File: config.mk
export PLATFORM = sky130hd
export DESIGN_NAME = bram_seq_reader_flat
export DESIGN_NICKNAME = d
export VERILOG_FILES = /design/src/rtl/bram_seq_reader_if.sv /design/src/rtl/bram_seq_reader.sv /design/src/flat_wrapper.sv
export SDC_FILE = /design/constraint.sdc
export NUM_CORES = 1
export LEC_CHECK = 0
export BUFFER_PORTS_ARGS = -buffer_cell sky130_fd_sc_hd__buf_2
export CORE_MARGIN = 2
export CORE_UTILIZATION = 35
export DETAILED_ROUTE_END_ITERATION = 16
export GPL_TIMING_DRIVEN = 0
export SLEW_MARGIN = 10
export SYNTH_ARGS = -nofsm -noshare
export SYNTH_HDL_FRONTEND = slang
export SYNTH_SLANG_ARGS = --single-unit
File: constraint.sdc
create_clock -name clk -period 1.4 [get_ports clk]
set_input_delay 0.21 -clock clk [delete_from_list [all_inputs] [get_ports clk]]
set_output_delay 0.21 -clock clk [all_outputs]
set_load 0.05 [all_outputs]
File: src/rtl/bram_seq_reader_if.sv
// Address/data link to the lookup BRAM plus the valid/ready word stream to the consumer.
interface bram_seq_reader_if #(
  parameter int unsigned ADDR_W = 4,
  parameter int unsigned DATA_W = 4
);
  logic [ADDR_W-1:0] mem_addr;
  logic [DATA_W-1:0] mem_data;
  logic [DATA_W-1:0] out_data;
  logic [ADDR_W-1:0] out_index;
  logic              out_valid;
  logic              out_ready;

  modport master (
    output mem_addr,
    output out_data,
    output out_index,
    output out_valid,
    input  mem_data,
    input  out_ready
  );

  modport slave (
    input  mem_addr,
    input  out_data,
    input  out_index,
    input  out_valid,
    output mem_data,
    output out_ready
  );
endinterface

File: src/rtl/bram_seq_reader.sv
// Walks a synchronous-read BRAM from 0 to DEPTH-1, hides its one-cycle latency and streams
// each word out on valid/ready, with optional wrap-around and a per-pass XOR checksum.
module bram_seq_reader #(
  parameter int unsigned DEPTH  = 10,
  parameter int unsigned ADDR_W = 4,
  parameter int unsigned DATA_W = 4
) (
  input  logic              clk,
  input  logic              rst_n,
  input  logic              start,
  input  logic              stop,
  input  logic              loop_en,
  bram_seq_reader_if.master bus,
  output logic              busy,
  output logic              done,
  output logic [DATA_W-1:0] checksum
);
  localparam logic [ADDR_W-1:0] LAST_IDX = ADDR_W'(DEPTH - 1);

  typedef enum logic [2:0] {
    S_IDLE,
    S_ISSUE,
    S_WAIT,
    S_HOLD,
    S_DONE
  } state_e;

  state_e            state_q, state_d;
  logic [ADDR_W-1:0] index_q, index_d;
  logic [ADDR_W-1:0] mem_addr_q, mem_addr_d;
  logic [DATA_W-1:0] out_data_q, out_data_d;
  logic [ADDR_W-1:0] out_index_q, out_index_d;
  logic              out_valid_q, out_valid_d;
  logic              busy_q, busy_d;
  logic              done_q, done_d;
  logic [DATA_W-1:0] checksum_q, checksum_d;
  logic [DATA_W-1:0] acc_q, acc_d;
  logic              accept;

  assign accept = out_valid_q && bus.out_ready;

  // Next-state and register updates; stop overrides everything except reset.
  always_comb begin
    state_d     = state_q;
    index_d     = index_q;
    mem_addr_d  = mem_addr_q;
    out_data_d  = out_data_q;
    out_index_d = out_index_q;
    out_valid_d = out_valid_q;
    busy_d      = busy_q;
    done_d      = done_q;
    checksum_d  = checksum_q;
    acc_d       = acc_q;

    if (stop && (state_q != S_IDLE)) begin
      state_d     = S_IDLE;
      out_valid_d = 1'b0;
      busy_d      = 1'b0;
      done_d      = 1'b0;
      acc_d       = '0;
    end else begin
      case (state_q)
        S_IDLE, S_DONE: begin
          if (start) begin
            index_d    = '0;
            mem_addr_d = '0;
            acc_d      = '0;
            done_d     = 1'b0;
            busy_d     = 1'b1;
            state_d    = S_ISSUE;
          end
        end
        S_ISSUE: state_d = S_WAIT;
        S_WAIT: begin
          out_data_d  = bus.mem_data;
          out_index_d = index_q;
          out_valid_d = 1'b1;
          state_d     = S_HOLD;
        end
        S_HOLD: begin
          if (accept) begin
            out_valid_d = 1'b0;
            if (index_q < LAST_IDX) begin
              acc_d      = acc_q ^ out_data_q;
              index_d    = index_q + ADDR_W'(1);
              mem_addr_d = index_q + ADDR_W'(1);
              state_d    = S_ISSUE;
            end else begin
              // End of pass: publish the checksum and restart the accumulator.
              checksum_d = acc_q ^ out_data_q;
              acc_d      = '0;
              index_d    = '0;
              mem_addr_d = '0;
              if (loop_en) begin
                state_d = S_ISSUE;
              end else begin
                busy_d  = 1'b0;
                done_d  = 1'b1;
                state_d = S_DONE;
              end
            end
          end
        end
        default: state_d = S_IDLE;
      endcase
    end
  end

  always_ff @(posedge clk) begin
    if (!rst_n) begin
      state_q     <= S_IDLE;
      index_q     <= '0;
      mem_addr_q  <= '0;
      out_data_q  <= '0;
      out_index_q <= '0;
      out_valid_q <= 1'b0;
      busy_q      <= 1'b0;
      done_q      <= 1'b0;
      checksum_q  <= '0;
      acc_q       <= '0;
    end else begin
      state_q     <= state_d;
      index_q     <= index_d;
      mem_addr_q  <= mem_addr_d;
      out_data_q  <= out_data_d;
      out_index_q <= out_index_d;
      out_valid_q <= out_valid_d;
      busy_q      <= busy_d;
      done_q      <= done_d;
      checksum_q  <= checksum_d;
      acc_q       <= acc_d;
    end
  end

  assign bus.mem_addr  = mem_addr_q;
  assign bus.out_data  = out_data_q;
  assign bus.out_index = out_index_q;
  assign bus.out_valid = out_valid_q;
  assign busy          = busy_q;
  assign done          = done_q;
  assign checksum      = checksum_q;
endmodule
File: src/flat_wrapper.sv
// flat-port wrapper written by rule: the top's interface ports become plain ports
module bram_seq_reader_flat 
#(
  parameter int unsigned DEPTH  = 10,
  parameter int unsigned ADDR_W = 4,
  parameter int unsigned DATA_W = 4
)
  (clk, rst_n, start, stop, loop_en, busy, done, checksum, bus_mem_addr, bus_out_data, bus_out_index, bus_out_valid, bus_mem_data, bus_out_ready);
  bram_seq_reader_if #(.ADDR_W(ADDR_W), .DATA_W(DATA_W)) bus_i ();
  input  logic clk;
  input  logic rst_n;
  input  logic start;
  input  logic stop;
  input  logic loop_en;
  output logic busy;
  output logic done;
  output logic [DATA_W-1:0] checksum;
  output wire logic [$bits(bus_i.mem_addr)-1:0] bus_mem_addr;
  output wire logic [$bits(bus_i.out_data)-1:0] bus_out_data;
  output wire logic [$bits(bus_i.out_index)-1:0] bus_out_index;
  output wire logic [$bits(bus_i.out_valid)-1:0] bus_out_valid;
  input wire logic [$bits(bus_i.mem_data)-1:0] bus_mem_data;
  input wire logic [$bits(bus_i.out_ready)-1:0] bus_out_ready;
  assign bus_mem_addr = bus_i.mem_addr;
  assign bus_out_data = bus_i.out_data;
  assign bus_out_index = bus_i.out_index;
  assign bus_out_valid = bus_i.out_valid;
  assign bus_i.mem_data = bus_mem_data;
  assign bus_i.out_ready = bus_out_ready;
  bram_seq_reader #(.DEPTH(DEPTH), .ADDR_W(ADDR_W), .DATA_W(DATA_W)) u_core (.clk(clk), .rst_n(rst_n), .start(start), .stop(stop), .loop_en(loop_en), .bus(bus_i), .busy(busy), .done(done), .checksum(checksum));
endmodule
Word level (Yosys, flattened, before mapping)
Cells that the tools add are included.

storage, ports and cells
  RAM bits = 0
  output and inout bits = 19
  latch bits = 0
  input bits = 10
  memories = 0
  ROM bits = 0
  flip-flop bits (word level) = 26

operators by class
  shift-type cells = 0
  div/mod/pow operators = 0
  magnitude comparators = 1
  bitwise operators = 4
  muxes and demuxes = 24
  $add $sub $neg = 1
  eq/ne operators = 8
  multipliers = 0
  reduce and logical (&&, ||, !) cells = 15

operators with widths
  cell                 number
  $mux 4               5
  $pmux 4 s2           2
  $mux 3               4
  $pmux 3 s4           1
  $mux 1               9
  $reduce_and 4->1     2
  $eq 3x2->1 const B   2
  $ne 2x2->1 const B   3
  $pmux 1 s2           3
  $reduce_and 2->1     3
  $reduce_and 5->1     1
  $add 4x1->4 const B  1
  $lt 4x4->1 const B   1
  $reduce_bool 2->1    2
  $reduce_or 2->1      2
  $xor 4x4->4          1
  $eq 3x1->1 const B   1
  $eq 3x3->1 const B   1
  $logic_not 3->1      1
  $not 1->1            3
  $reduce_and 3->1     1
  $reduce_bool 3->1    1
  $logic_and 1x1->1    2
  $ne 2x1->1 const B   1

Longest topological paths before layout
  word-level depth = 4
  gate-level depth with buffers = 6
  mapped depth without buffers = 6

Worst setup path before layout
No wires, ideal clock.

  path type = register to register
  from = register u_core.index_q[0]
  to = register u_core.checksum_q[3], in the netlist u_core.checksum[3]
  arrival time = 1.796 ns
  data required time = 1.309 ns
  slack = -0.487 ns
  buffers on the path = 0
  stages on the path, launching flop included = 7
  cells stage by stage = dfxtp_1 -> inv_1 -> ha_1 -> nand2b_1 -> nor3b_2 -> a21oi_1 -> a311oi_1

on the way
  longest elaborated chain between the ends = 3

RTL lines
  element                     RTL line                source
  from (decl)                 bram_seq_reader.sv:29   logic [ADDR_W-1:0] index_q, index_d;
  from (signal assigned)      bram_seq_reader.sv:123  index_q <= index_d;
  $lt 4x4->1                  bram_seq_reader.sv:83   if (index_q < LAST_IDX) begin
  $not 1->1 (no line)         n/a
  $reduce_and 4->1 (no line)  n/a
  to (signal assigned)        bram_seq_reader.sv:130  checksum_q <= checksum_d;
  to (decl)                   bram_seq_reader.sv:36   logic [DATA_W-1:0] checksum_q, checksum_d;

No other way between the ends.
A chain may end at the register's enable or synchronous reset.

Worst setup path in the final report
  from = register u_core.state_q[0]
  to = register u_core.index_q[3]

on the way
  longest elaborated chain between the ends = 4
  elaborated cells between the ends (all ways) = 12

RTL lines
  element                                               RTL line                                      source
  from (decl)                                           bram_seq_reader.sv:28                         state_e state_q, state_d;
  from (signal assigned)                                bram_seq_reader.sv:122                        state_q <= state_d;
  $eq 3x3->1, or another cell as far along              bram_seq_reader.sv:62                         case (state_q)
  $reduce_or 2->1 or $logic_and 1x1->1 (tied branches)  bram_seq_reader.sv:62, bram_seq_reader.sv:55
  $ne 2x2->1 (no line), or another cell as far along    n/a
  $reduce_and 4->1 (no line)                            n/a

Parallel ways exist; a longest one is shown, timed or not.

==> metrics.txt <==
GPL Wtd Cong=0.7716; first-pass GRT wire length=5016 µm; # diodes=0; CP required=1.64 ns; post-DR vias/cell=5.196; CTS root buffer=clkbuf_4; DR WL/cell=13.88 µm; GRT Overall Usage=0.1579; Mapped Avg Cell Area=9.076 µm²; fin. max-slew vios=0; clock sinks=26; fmax=0.6238 GHz; sequential fraction of the synthesis area=0.4280; violated checks=negative setup slack; I/O pin cnt=29; sw power=448.9 µW; worst skew pair latency=0.33 ns; logic gate share of total power=0.230; Num CTS Buffers=3; Synth async-reset ratio=0; Post-synth EDFFs=0; Layout Utilization=0.5276; Slew @ Worst Pin=0.4979 ns; core area=3337 µm²; CP arrival=1.85 ns; antenna violations before repair=0; worst-path maximum fanout=5; largest net degree at the start of global routing=15; Post-synth top cells=dfxtp_1 (26), nand2_1 (21), a21oi_1 (18); DR DRC count=0; PortBufs=28; internal power=1.064 mW; cell accounting for the most synthesized area=dfxtp_1; routed wire length=3192 µm; #FFs+latches synth=26; syn_nets=146; Final min period=1.603 ns; HP Class=in -> reg; Slew HR=0.6663; P&R area growth vs syn=44.75%; CTS tree=done; sw frac=0.2968; H-tree depth reported by CTS=1; Tcrit/Tclk final=1.145; Setup TNS=-1.355 ns; die height=62.95 µm; final hold viol count=0; Ys Warns=0; final setup violation count=17; Setup Skew=0.002026 ns; row count=21; Die X=62.95 µm; total power=1.513 mW; Syn Std Cell Area=about 1200 µm²; Max-Cap Viols=0; HPWL Detailed=between 2000 and 2500 µm; ys flop type=dfxtp_1; layout cells sized above 1=0.4837; Antenna Violating Nets Remaining=0; number of detailed-route iterations in the first pass=4; Post-Layout Cell Count=230; Hold Buf Count CTS=0; Yosys cell types=37; count of nets after finishing=197; status=finished, violations left; Seq pwr share=0.513; die footprint=slightly below 4000 µm²; worst vdd ir=0.0005169 V; vias=around 1,200; dpl cells=208; Reg clk slew, reported paths=about 0.14 ns; Yosys top cell area share=0.4280; power density cells=859.3 nW/µm²; number of global-route vias before repair=between 1,000 and 1,500; setup ws final=-0.2031 ns; Synth area leaders=dfxtp_1 (43%), a21oi_1 (7.4%), nand2_1 (6.5%), a32o_1 (4.1%), a311oi_1 (2.9%); global route overflow=0; Mapped Cells=134; Starting Density=0.3645; RSZ-0062 raised after global routing=true; CP Class=reg -> reg; total leakage power=0.7154 nW; Startpoint Class=flip-flop; Initial DRC Count=30; most common cell in the synthesized netlist=dfxtp_1; Worst Setup End Kind=flip-flop; pre-CTS setup slack=-0.1948 ns; clock network power share=0.258; clock buffer depth=2
-- stage by stage --
stage	hold slack (ns)	instance area [µm²]
floorplan	0.3460	1236
global placement	0.4436	1434
detailed placement	0.4564	1434
CTS	0.09410	1599
global route	0.08200	1760
finish	0.1022	1760
-- kinds of logic (layout without fill, tap and decap cells) --
| group | after synthesis | in the layout | share of synthesized area |
|---|---|---|---|
| AO/OA/AOI/OAI | 43 | 43 | 0.2613 |
| XOR/XNOR | 4 | 4 | 0.02880 |
| buffers and inverters | 10 | 60 | 0.04321 |
| flip-flops | 26 | 26 | 0.4280 |
| AND/OR/NAND/NOR | 49 | 49 | 0.2181 |
| adder cells (fa/ha/maj) | 2 | 2 | 0.02057 |
-- power groups by stage --
stage                     registers [mW]  clock network (mW)  logic, mW
after floorplan                    0.830                   0      0.138
after global placement             0.792                   0      0.235
after detailed placement           0.793                   0      0.241
after CTS                          0.775               0.406      0.293
after global routing               0.780               0.444      0.371
final                              0.776               0.390      0.347
-- metal layers --
layer,track usage,part of all wire,vias to the layer above
li1,-,-,585
met1,0.1840,0.42,582
met2,0.2886,0.53,22
met3,0.02883,0.033,6
met4,0.05000,0.016,0
met5,0,0,-
-- placed cells by master (no fill, tap or decap), types with 2 or more instances in the layout --
cell	n
dfxtp_2	3
o21ai_1	4
nand2_1	20
dfxtp_4	4
xnor2_1	4
nor2_1	4
buf_4	19
a21oi_2	3
dfxtp_1	19
buf_6	4
a32o_1	4
a21oi_1	15
a311oi_2	2
nor3_2	2
nand2b_4	2
nand3_2	2
inv_1	3
o31ai_1	3
a311oi_1	2
clkbuf_4	3
buf_2	27
nor2b_1	5
-- worst max-delay path, stage by stage (launching register included) --
cell	delay, ns
dfxtp_4	0.37
or3b_1	0.38
buf_6	0.14
o32ai_4	0.14
nand4_1	0.19
a221oi_2	0.29
-- registers in the layout, indices dropped and copies added (netlist names) --
| register | count |
|---|---|
| u_core.acc_q | 4 |
| u_core.bus.out_data | 4 |
| u_core.bus.out_index | 4 |
| u_core.checksum | 4 |
| u_core.index_q | 4 |
| u_core.state_q | 3 |
| u_core.bus.out_valid | 1 |
| u_core.busy | 1 |
| u_core.done | 1 |
-- cell type report --
type | count | area (µm²)
fill | 316 | 1577
sequential | 26 | 539.3
multi-input combinational | 98 | 779.5
buffer | 2 | 15.01
inverter | 5 | 21.27
tap | 46 | 57.56
timing repair buffer | 49 | 311.5
clock buffer | 4 | 36.28
-- timing repair --
item,4_1_cts,5_1_grt
gates resized for setup,17,19
setup buffers,11,10
pin swaps,8,10
setup endpoints to repair,23,24
cloned,0,0
-- worst paths after layout --
kind	from	end	slack, ns	cells past startpoint
setup / recovery	u_core.state_q[0]	u_core.index_q[3]	-0.20	5
hold / removal	bus_mem_data[0]	u_core.bus.out_data[0]	0.10	3
setup reg to reg	u_core.state_q[0]	u_core.index_q[3]	-0.20	5
hold reg to reg	u_core.bus.out_index[3]	u_core.bus.out_index[3]	0.47	2
(Power assumes the default switching activity.)
